[config.mk]
export PLATFORM = sky130hd
export DESIGN_NAME = calc_req_scheduler_flat
export DESIGN_NICKNAME = d
export VERILOG_FILES = /design/src/rtl/calc_req_scheduler_if.sv /design/src/rtl/calc_req_scheduler.sv /design/src/flat_wrapper.sv
export SDC_FILE = /design/constraint.sdc
export NUM_CORES = 2
export LEC_CHECK = 0
export CAP_MARGIN = 40
export CORE_AREA = 2 2 405 407
export DETAILED_ROUTE_END_ITERATION = 8
export DIE_AREA = 0 0 407 409
export PLACE_DENSITY = 0.63
export SETUP_SLACK_MARGIN = 0.5
export SLEW_MARGIN = 20
export SYNTH_ARGS = -nofsm -noshare
export SYNTH_HDL_FRONTEND = slang
export SYNTH_SLANG_ARGS = --single-unit
[constraint.sdc]
create_clock -name clk -period 4 [get_ports clk]
set_clock_uncertainty 0.05 [all_clocks]
set_input_delay 0.6 -clock clk [delete_from_list [all_inputs] [get_ports clk]]
set_output_delay 0.6 -clock clk [all_outputs]
set_load 0.02 [all_outputs]
[src/rtl/calc_req_scheduler_if.sv]
// ----------------------------------------------------------------------------
// calc_req_scheduler_if
// Dispatch/response bus between the request scheduler and the shared ALU.
//   master : scheduler side (drives alu_valid/cmd/tag/port/op1/op2,
//            receives alu_ready and the alu_rsp_* response strobe)
//   slave  : ALU side (mirror image of master)
// ----------------------------------------------------------------------------
interface calc_req_scheduler_if;
   logic        alu_valid;
   logic        alu_ready;
   logic [3:0]  alu_cmd;
   logic [1:0]  alu_tag;
   logic [1:0]  alu_port;
   logic [31:0] alu_op1;
   logic [31:0] alu_op2;
   logic        alu_rsp_valid;
   logic [1:0]  alu_rsp_port;
   logic [1:0]  alu_rsp_tag;
   logic [1:0]  alu_rsp_code;
   logic [31:0] alu_rsp_data;

   modport master (
      output alu_valid, alu_cmd, alu_tag, alu_port, alu_op1, alu_op2,
      input  alu_ready, alu_rsp_valid, alu_rsp_port, alu_rsp_tag,
             alu_rsp_code, alu_rsp_data
   );

   modport slave (
      input  alu_valid, alu_cmd, alu_tag, alu_port, alu_op1, alu_op2,
      output alu_ready, alu_rsp_valid, alu_rsp_port, alu_rsp_tag,
             alu_rsp_code, alu_rsp_data
   );
endinterface

[src/rtl/calc_req_scheduler.sv]
// ----------------------------------------------------------------------------
// calc_req_scheduler
// Four-port request scheduler in front of the shared calculator ALU.
// Each port delivers a two-cycle request (cmd/tag/op1, then op2). Requests are
// classified (bad command or duplicate in-flight tag -> reject), buffered per
// port, arbitrated round-robin onto the ALU, and ALU responses are routed
// back to the issuing port. Reject entries retire straight to the port.
// Ports:
//   clk, reset           rising-edge clock, async active-low reset
//   req_cmd/tag/data_in  per-port request inputs
//   out_resp/data/tag    per-port registered response (one-cycle pulse)
//   ovf_err              sticky per-port FIFO overflow flags
//   alu                  dispatch/response bus (master side)
// ----------------------------------------------------------------------------
module calc_req_scheduler #(
   parameter int FIFO_DEPTH = 4
) (
   input  logic        clk,
   input  logic        reset,
   input  logic [3:0]  req_cmd_in  [4],
   input  logic [1:0]  req_tag_in  [4],
   input  logic [31:0] req_data_in [4],
   output logic [1:0]  out_resp    [4],
   output logic [31:0] out_data    [4],
   output logic [1:0]  out_tag     [4],
   output logic [3:0]  ovf_err,
   calc_req_scheduler_if.master alu
);

   localparam int PTR_W = $clog2(FIFO_DEPTH);
   localparam int CNT_W = PTR_W + 1;

   typedef enum logic {
      ST_IDLE = 1'b0,
      ST_OP2  = 1'b1
   } cap_state_e;

   typedef struct packed {
      logic        reject;
      logic [3:0]  cmd;
      logic [1:0]  tag;
      logic [31:0] op1;
      logic [31:0] op2;
   } entry_t;

   localparam entry_t ENTRY_ZERO = '{reject: 1'b0, cmd: 4'd0, tag: 2'd0,
                                     op1: 32'd0, op2: 32'd0};

   // Accepted ALU opcodes: add, sub, shl, shr.
   function automatic logic is_valid_cmd(input logic [3:0] cmd);
      case (cmd)
         4'd1, 4'd2, 4'd5, 4'd6: is_valid_cmd = 1'b1;
         default:                is_valid_cmd = 1'b0;
      endcase
   endfunction

   // State registers and their next-state values
   cap_state_e  cap_state_q [4], cap_state_d [4];
   logic [3:0]  cap_cmd_q   [4], cap_cmd_d   [4];
   logic [1:0]  cap_tag_q   [4], cap_tag_d   [4];
   logic [31:0] cap_op1_q   [4], cap_op1_d   [4];
   entry_t      fifo_mem_q  [4][FIFO_DEPTH];
   entry_t      fifo_mem_d  [4][FIFO_DEPTH];
   logic [PTR_W-1:0] wr_ptr_q [4], wr_ptr_d [4];
   logic [PTR_W-1:0] rd_ptr_q [4], rd_ptr_d [4];
   logic [CNT_W-1:0] count_q  [4], count_d  [4];
   logic [3:0]  bitmap_q   [4], bitmap_d   [4];
   logic [1:0]  out_resp_q [4], out_resp_d [4];
   logic [31:0] out_data_q [4], out_data_d [4];
   logic [1:0]  out_tag_q  [4], out_tag_d  [4];
   logic [3:0]  ovf_q, ovf_d;
   logic [1:0]  rr_q, rr_d;
   logic [1:0]  grant_q, grant_d;
   logic        lock_q, lock_d;

   // Combinational helpers
   entry_t      head_s  [4];
   entry_t      entry_s [4];
   logic [3:0]  head_vld_s;
   logic [3:0]  elig_s;
   logic [3:0]  rsp_hit_s;
   logic [3:0]  ret_s;
   logic [3:0]  pop_s;
   logic [3:0]  push_s;
   logic [3:0]  push_ok_s;
   logic        arb_found_s;
   logic [1:0]  arb_grant_s;
   logic [1:0]  grant_s;
   logic        alu_valid_s;
   logic        hs_s;

   // FIFO heads and round-robin pick; a stalled grant is held via lock_q
   always_comb begin
      for (int p = 0; p < 4; p++) begin
         head_s[p]     = fifo_mem_q[p][rd_ptr_q[p]];
         head_vld_s[p] = (count_q[p] != CNT_W'(0));
         elig_s[p]     = head_vld_s[p] && !head_s[p].reject;
      end
      arb_found_s = 1'b0;
      arb_grant_s = 2'd0;
      // Search starts one past the last granted port.
      for (int i = 1; i <= 4; i++) begin
         if (!arb_found_s && elig_s[2'(rr_q + i[1:0])]) begin
            arb_found_s = 1'b1;
            arb_grant_s = 2'(rr_q + i[1:0]);
         end else begin
            arb_found_s = arb_found_s;
         end
      end
      // lock_q is only set while a valid grant is stalled, and the granted
      // head can only leave by handshake, so the held grant stays valid.
      if (lock_q) begin
         grant_s     = grant_q;
         alu_valid_s = 1'b1;
      end else begin
         grant_s     = arb_grant_s;
         alu_valid_s = arb_found_s;
      end
   end

   // Next-state logic: capture FSMs, classification, FIFOs, bitmaps, outputs
   always_comb begin
      hs_s    = alu_valid_s && alu.alu_ready;
      lock_d  = alu_valid_s && !alu.alu_ready;
      grant_d = grant_s;
      rr_d    = hs_s ? grant_s : rr_q;
      ovf_d   = ovf_q;
      for (int p = 0; p < 4; p++) begin
         rsp_hit_s[p] = alu.alu_rsp_valid && (alu.alu_rsp_port == 2'(p));
         // An ALU response owns the port's output this cycle; a reject waits.
         ret_s[p]     = head_vld_s[p] && head_s[p].reject && !rsp_hit_s[p];
         pop_s[p]     = (hs_s && (grant_s == 2'(p))) || ret_s[p];
         push_s[p]    = (cap_state_q[p] == ST_OP2);
         // Pop frees a slot before the push is judged against full.
         push_ok_s[p] = push_s[p] &&
                        ((count_q[p] != CNT_W'(FIFO_DEPTH)) || pop_s[p]);

         entry_s[p].reject = !is_valid_cmd(cap_cmd_q[p]) ||
                             bitmap_q[p][cap_tag_q[p]];
         entry_s[p].cmd    = cap_cmd_q[p];
         entry_s[p].tag    = cap_tag_q[p];
         entry_s[p].op1    = cap_op1_q[p];
         entry_s[p].op2    = req_data_in[p];

         cap_state_d[p] = cap_state_q[p];
         cap_cmd_d[p]   = cap_cmd_q[p];
         cap_tag_d[p]   = cap_tag_q[p];
         cap_op1_d[p]   = cap_op1_q[p];
         case (cap_state_q[p])
            ST_IDLE: begin
               if (req_cmd_in[p] != 4'd0) begin
                  cap_state_d[p] = ST_OP2;
                  cap_cmd_d[p]   = req_cmd_in[p];
                  cap_tag_d[p]   = req_tag_in[p];
                  cap_op1_d[p]   = req_data_in[p];
               end else begin
                  cap_state_d[p] = ST_IDLE;
               end
            end
            ST_OP2:  cap_state_d[p] = ST_IDLE;
            default: cap_state_d[p] = ST_IDLE;
         endcase

         for (int e = 0; e < FIFO_DEPTH; e++) begin
            fifo_mem_d[p][e] = fifo_mem_q[p][e];
         end
         if (push_ok_s[p]) begin
            fifo_mem_d[p][wr_ptr_q[p]] = entry_s[p];
            wr_ptr_d[p] = wr_ptr_q[p] + PTR_W'(1);
         end else begin
            wr_ptr_d[p] = wr_ptr_q[p];
         end
         if (pop_s[p]) begin
            rd_ptr_d[p] = rd_ptr_q[p] + PTR_W'(1);
         end else begin
            rd_ptr_d[p] = rd_ptr_q[p];
         end
         count_d[p] = count_q[p] + CNT_W'(push_ok_s[p]) - CNT_W'(pop_s[p]);

         if (push_s[p] && !push_ok_s[p]) begin
            ovf_d[p] = 1'b1;
         end else begin
            ovf_d[p] = ovf_q[p];
         end

         bitmap_d[p] = bitmap_q[p];
         if (rsp_hit_s[p]) begin
            bitmap_d[p][alu.alu_rsp_tag] = 1'b0;
         end else begin
            bitmap_d[p] = bitmap_q[p];
         end
         if (push_ok_s[p] && !entry_s[p].reject) begin
            bitmap_d[p][cap_tag_q[p]] = 1'b1;
         end else begin
            bitmap_d[p] = bitmap_d[p];
         end

         if (rsp_hit_s[p]) begin
            out_resp_d[p] = alu.alu_rsp_code;
            out_data_d[p] = alu.alu_rsp_data;
            out_tag_d[p]  = alu.alu_rsp_tag;
         end else if (ret_s[p]) begin
            out_resp_d[p] = 2'b10;
            out_data_d[p] = 32'd0;
            out_tag_d[p]  = head_s[p].tag;
         end else begin
            out_resp_d[p] = 2'b00;
            out_data_d[p] = 32'd0;
            out_tag_d[p]  = 2'b00;
         end
      end
   end

   // State registers with asynchronous active-low reset
   always_ff @(posedge clk or negedge reset) begin
      if (!reset) begin
         for (int p = 0; p < 4; p++) begin
            cap_state_q[p] <= ST_IDLE;
            cap_cmd_q[p]   <= 4'd0;
            cap_tag_q[p]   <= 2'd0;
            cap_op1_q[p]   <= 32'd0;
            for (int e = 0; e < FIFO_DEPTH; e++) begin
               fifo_mem_q[p][e] <= ENTRY_ZERO;
            end
            wr_ptr_q[p]   <= PTR_W'(0);
            rd_ptr_q[p]   <= PTR_W'(0);
            count_q[p]    <= CNT_W'(0);
            bitmap_q[p]   <= 4'd0;
            out_resp_q[p] <= 2'b00;
            out_data_q[p] <= 32'd0;
            out_tag_q[p]  <= 2'b00;
         end
         ovf_q   <= 4'd0;
         rr_q    <= 2'd3;
         grant_q <= 2'd0;
         lock_q  <= 1'b0;
      end else begin
         for (int p = 0; p < 4; p++) begin
            cap_state_q[p] <= cap_state_d[p];
            cap_cmd_q[p]   <= cap_cmd_d[p];
            cap_tag_q[p]   <= cap_tag_d[p];
            cap_op1_q[p]   <= cap_op1_d[p];
            for (int e = 0; e < FIFO_DEPTH; e++) begin
               fifo_mem_q[p][e] <= fifo_mem_d[p][e];
            end
            wr_ptr_q[p]   <= wr_ptr_d[p];
            rd_ptr_q[p]   <= rd_ptr_d[p];
            count_q[p]    <= count_d[p];
            bitmap_q[p]   <= bitmap_d[p];
            out_resp_q[p] <= out_resp_d[p];
            out_data_q[p] <= out_data_d[p];
            out_tag_q[p]  <= out_tag_d[p];
         end
         ovf_q   <= ovf_d;
         rr_q    <= rr_d;
         grant_q <= grant_d;
         lock_q  <= lock_d;
      end
   end

   // Dispatch fields come straight from the granted (registered) FIFO head.
   assign alu.alu_valid = alu_valid_s;
   assign alu.alu_port  = alu_valid_s ? grant_s : 2'd0;
   assign alu.alu_cmd   = alu_valid_s ? head_s[grant_s].cmd : 4'd0;
   assign alu.alu_tag   = alu_valid_s ? head_s[grant_s].tag : 2'd0;
   assign alu.alu_op1   = alu_valid_s ? head_s[grant_s].op1 : 32'd0;
   assign alu.alu_op2   = alu_valid_s ? head_s[grant_s].op2 : 32'd0;

   assign out_resp = out_resp_q;
   assign out_data = out_data_q;
   assign out_tag  = out_tag_q;
   assign ovf_err  = ovf_q;

endmodule

[src/flat_wrapper.sv]
// flat-port wrapper written by rule: the top's interface ports become plain ports
module calc_req_scheduler_flat 
#(
   parameter int FIFO_DEPTH = 4
)
  (clk, reset, req_cmd_in, req_tag_in, req_data_in, out_resp, out_data, out_tag, ovf_err, alu_alu_valid, alu_alu_cmd, alu_alu_tag, alu_alu_port, alu_alu_op1, alu_alu_op2, alu_alu_ready, alu_alu_rsp_valid, alu_alu_rsp_port, alu_alu_rsp_tag, alu_alu_rsp_code, alu_alu_rsp_data);
  calc_req_scheduler_if alu_i ();
  input  logic clk;
  input  logic reset;
  input  logic [3:0] req_cmd_in[4];
  input  logic [1:0] req_tag_in[4];
  input  logic [31:0] req_data_in[4];
  output logic [1:0] out_resp[4];
  output logic [31:0] out_data[4];
  output logic [1:0] out_tag[4];
  output logic [3:0] ovf_err;
  output wire logic [$bits(alu_i.alu_valid)-1:0] alu_alu_valid;
  output wire logic [$bits(alu_i.alu_cmd)-1:0] alu_alu_cmd;
  output wire logic [$bits(alu_i.alu_tag)-1:0] alu_alu_tag;
  output wire logic [$bits(alu_i.alu_port)-1:0] alu_alu_port;
  output wire logic [$bits(alu_i.alu_op1)-1:0] alu_alu_op1;
  output wire logic [$bits(alu_i.alu_op2)-1:0] alu_alu_op2;
  input wire logic [$bits(alu_i.alu_ready)-1:0] alu_alu_ready;
  input wire logic [$bits(alu_i.alu_rsp_valid)-1:0] alu_alu_rsp_valid;
  input wire logic [$bits(alu_i.alu_rsp_port)-1:0] alu_alu_rsp_port;
  input wire logic [$bits(alu_i.alu_rsp_tag)-1:0] alu_alu_rsp_tag;
  input wire logic [$bits(alu_i.alu_rsp_code)-1:0] alu_alu_rsp_code;
  input wire logic [$bits(alu_i.alu_rsp_data)-1:0] alu_alu_rsp_data;
  assign alu_alu_valid = alu_i.alu_valid;
  assign alu_alu_cmd = alu_i.alu_cmd;
  assign alu_alu_tag = alu_i.alu_tag;
  assign alu_alu_port = alu_i.alu_port;
  assign alu_alu_op1 = alu_i.alu_op1;
  assign alu_alu_op2 = alu_i.alu_op2;
  assign alu_i.alu_ready = alu_alu_ready;
  assign alu_i.alu_rsp_valid = alu_alu_rsp_valid;
  assign alu_i.alu_rsp_port = alu_alu_rsp_port;
  assign alu_i.alu_rsp_tag = alu_alu_rsp_tag;
  assign alu_i.alu_rsp_code = alu_alu_rsp_code;
  assign alu_i.alu_rsp_data = alu_alu_rsp_data;
  calc_req_scheduler #(.FIFO_DEPTH(FIFO_DEPTH)) u_core (.clk(clk), .reset(reset), .req_cmd_in(req_cmd_in), .req_tag_in(req_tag_in), .req_data_in(req_data_in), .out_resp(out_resp), .out_data(out_data), .out_tag(out_tag), .ovf_err(ovf_err), .alu(alu_i));
endmodule
==> impl_metrics.yaml <==
cts:
  htreeDepth: 4
  cts.clk_slew.worst_paths_ns: 0.06
  numCtsBuffers: 162
  insertion_delay_ns: 0.79
  clock-sinks: 1489
  cts_tree: "done"
  root_buffer: "clkbuf_16"
  cts_max_path_buffers: 3
route:
  vias_per_cell: 5.600
  ant_nets: 0
  wire_per_inst_um: 29.65
  vias: 40522
  drc: 0
  drt_wl_total_um: 214600
  first_iter_violations: 3736
  drt_pass1_iterations: 5
hold_path:
  hold_class: "in -> async"
timing:
  hold-worst-slack_ns: 0.2988
  final_max_slew_viol_count: 0
  finalCriticalPeriod_ns: 4.421
  setup-tns-final_ns: -23.61
  post-route-period-util: 1.105
  max_freq_ghz: 0.2262
  rsz0062_at_grt: "true"
  maxSlewHeadroom: 0.4627
  hold_viol: 0
  setup_viol_count_final: 131
  setup_ws_ns: -0.4211
  worst_pin_slew_ns: 0.8059
worst_setup_path:
  crit_fanout: 6
  critical-path-max-stage-delay_ns: 0.59
  cp-start-kind: "flop"
  path_cells: "mux4_2 -> or2_4 -> a2111oi_4 -> nor3_4 -> buf_4 -> buf_6 -> buf_6 -> buf_12 -> buf_16 -> nand3_4 -> and3_4 -> buf_6"
  crit_top_cell: "buf_6"
  worstPathRequired_ns: 3.35
  crit_type: "reg -> out"
  critPathArrivalTime_ns: 3.77
  worstSetupEndpointType: "output port"
  crit_slowest_cell: "mux4_2"
logic_synthesis:
  ys_seq_elements: 1489
  yosys_most_used_dff: "dfrtp_1"
  avgSynthCellArea_um2: 15.28
  yosysSeqAreaShare: 0.5792
  synthesis.nets: 4432
  yosys_warnings: 0
  synth_edf_count: 0
  synth_cell_types: 54
  async_flop_share: 1.000
  synth_area_um2: 64340
  netlist_instances: 4210
status:
  outcome: "finished, violations left"
  violations: "setup timing"
place:
  io_buffers: 414
  dpl.hpwl_um: 139900
  place.gp.congestion: 0.8859
floorplan:
  core_area_um2: 162000
  initial_core_util: 0.3971
  rows: 148
  die-width_um: 407
  die_h_um: 409
  ioPinCount: 415
  die_area_um2: 166500
finish:
  fillers: 12896
  final_nets: 5149
  syn2layout_area_growth_pct: 34.06
  drive_gt1_frac: 0.5358
run:
  drv_cap: 0
global_routing:
  grt_overflow: 0
  grt_pass1_vias: 40242
  grtUsageTotal: 0.2461
  grt_pass1_wl_um: 295400
  grt_max_degree: 130
  antenna_found_initial: 31
==> path summary, 6_finish.rpt <==
| path | from | depth (start not counted) | slack [ns] | to |
|---|---|---|---|---|
| min reg2reg | u_core.ovf_err[2]$_DFFE_PN0P_ | 1 | 0.44 | u_core.ovf_err[2]$_DFFE_PN0P_ |
| max | u_core.rd_ptr_q[4]$_DFFE_PN0P_ | 12 | -0.42 | alu_alu_op1[28] |
| min in group clk | req_tag_in[2] | 3 | 0.34 | u_core.cap_tag_q[2]$_DFFE_PN0P_ |
| max reg2reg | u_core.rd_ptr_q[0]$_DFFE_PN0N_ | 15 | -0.09 | u_core.fifo_mem_q[350]$_DFFE_PN0P_ |
| max in group asynchronous | reset | 4 | 2.24 | u_core.fifo_mem_q[1002]$_DFFE_PN0P_ |
| min | reset | 2 | 0.30 | u_core.out_data[104]$_DFF_PN0_ |
==> cells by family after synthesis <==
kind of cell | after synthesis | synth area share
multiplexers | 1582 | 0.3269
buffers and inverters | 323 | 0.02234
XOR/XNOR | 24 | 0.003267
AND/OR/NAND/NOR | 674 | 0.05167
AO/OA/AOI/OAI | 90 | 0.01073
flip-flops | 1489 | 0.5792
adder cells (fa/ha/maj) | 28 | 0.005912
==> metrics by stage <==
stage	setup slack [ns]	cell area, um^2	instances	util
2_1_floorplan	0.4578	64390	4210	-
3_3_place_gp	0.01593	73050	6727	0.4508
3_5_place_dp	0.05051	73060	6728	0.4509
4_1_cts	-0.3765	82490	7115	0.5091
5_1_grt	-0.4583	86240	7230	0.5322
6_report	-0.4211	86250	7236	0.5323
==> critical path, delay by kind of cell, from the launching register on <==
family                 cells  cell delay (ns)
multiplexers               1             0.59
AO/OA/AOI/OAI              1             0.39
flip-flops                 1             0.41
AND/OR/NAND/NOR            4             0.74
buffers and inverters      6             0.83
==> layer usage <==
| layer | vias to the layer above | global-route usage | wire length (um) |
|---|---|---|---|
| met3 | 295 | 0.06709 | 17830 |
| met5 | - | 0 | 68 |
| met1 | 21995 | 0.3500 | 92790 |
| met4 | 10 | 0.07452 | 7236 |
| met2 | 1486 | 0.3673 | 96650 |
| li1 | 16736 | - | - |
==> synth_stat cells (all sizes together) (3+ instances only) <==
cell type | number | area share
ha | 24 | 0.0047
o22ai | 9 | 0.00088
nor4 | 6 | 0.00058
o41ai | 8 | 0.0011
a21oi | 4 | 0.0010
a21o | 4 | 0.00047
or2 | 5 | 0.00049
mux2 | 1275 | 0.22
and2 | 133 | 0.013
nand2b | 3 | 0.00029
dfrtp | 1487 | 0.58
o21ai | 31 | 0.0024
a22o | 9 | 0.0012
clkbuf | 131 | 0.0076
mux2i | 19 | 0.0030
inv | 47 | 0.0027
nor2 | 14 | 0.00097
xor2 | 8 | 0.0011
nor3b | 3 | 0.00035
buf | 145 | 0.012
nand2 | 283 | 0.017
nor3 | 11 | 0.00093
o31ai | 8 | 0.00093
mux4 | 288 | 0.10
and3 | 69 | 0.0067
xnor2 | 16 | 0.0022
or3 | 4 | 0.00039
nand3 | 134 | 0.010
fa | 4 | 0.0012
a2bb2oi | 4 | 0.00054
==> layout make-up <==
type	count	area, um^2	share of cell area
Inverter	47	203.9	0.002364
Timing Repair Buffer	828	11160	0.1294
Sequential cell	1489	37290	0.4324
Clock buffer	243	4852	0.05625
Multi-Input combinational cell	2399	29390	0.3407
Clock inverter	46	615.6	0.007137
Antenna cell	9	22.52	0.0002611
Tap cell	2175	2721	0.03155
==> what timing repair did <==
action                                 4_1_cts  5_1_grt
setup endpoints to repair                 1216     1131
pin swaps                                   72       87
buffers inserted                            67       61
hold buffers                                 1        0
cloned                                      30       50
endpoints found under the hold margin       86        0
gates resized for setup                    633      471
==> sequential cells by signal, indices dropped and copies added, names as in the netlist, 4 cells and up <==
| signal | flops |
|---|---|
| u_core.bitmap_q | 16 |
| u_core.cap_cmd_q | 16 |
| u_core.cap_op1_q | 128 |
| u_core.cap_state_q | 4 |
| u_core.cap_tag_q | 8 |
| u_core.count_q | 12 |
| u_core.fifo_mem_q | 1136 |
| u_core.out_data | 128 |
| u_core.out_resp | 8 |
| u_core.out_tag | 8 |
| u_core.ovf_err | 4 |
| u_core.rd_ptr_q | 8 |
| u_core.wr_ptr_q | 8 |
==> cells in the final DEF (no fill, tap or decap), types with 6 or more instances in the layout <==
cell type | netlist | final
a22o_1 | 9 | 9
and2_1 | 133 | 133
and3_4 | 0 | 68
buf_12 | 0 | 157
buf_16 | 0 | 43
buf_4 | 28 | 120
buf_6 | 0 | 108
buf_8 | 0 | 17
bufinv_16 | 0 | 11
clkbuf_1 | 131 | 35
clkbuf_16 | 0 | 204
clkbuf_8 | 0 | 43
clkdlybuf4s50_1 | 0 | 340
clkinv_2 | 0 | 18
dfrtp_1 | 1487 | 1479
dfrtp_4 | 0 | 8
diode_2 | 0 | 9
ha_1 | 24 | 20
inv_1 | 46 | 41
mux2_1 | 24 | 8
mux2_2 | 1251 | 1012
mux2_4 | 0 | 255
mux2i_1 | 19 | 14
mux4_2 | 288 | 288
nand2_1 | 283 | 133
nand2_2 | 0 | 67
nand2_4 | 0 | 63
nand2_8 | 0 | 20
nand3_1 | 134 | 22
nand3_2 | 0 | 48
nand3_4 | 0 | 64
nor2_4 | 0 | 8
nor3_1 | 10 | 7
o21ai_0 | 31 | 29
o31ai_1 | 8 | 6
o41ai_1 | 8 | 8
xnor2_1 | 16 | 15
xor2_1 | 8 | 6
Power is not shown: default switching activity piles up to over one toggle a cycle in this logic, so the estimate is an artifact.
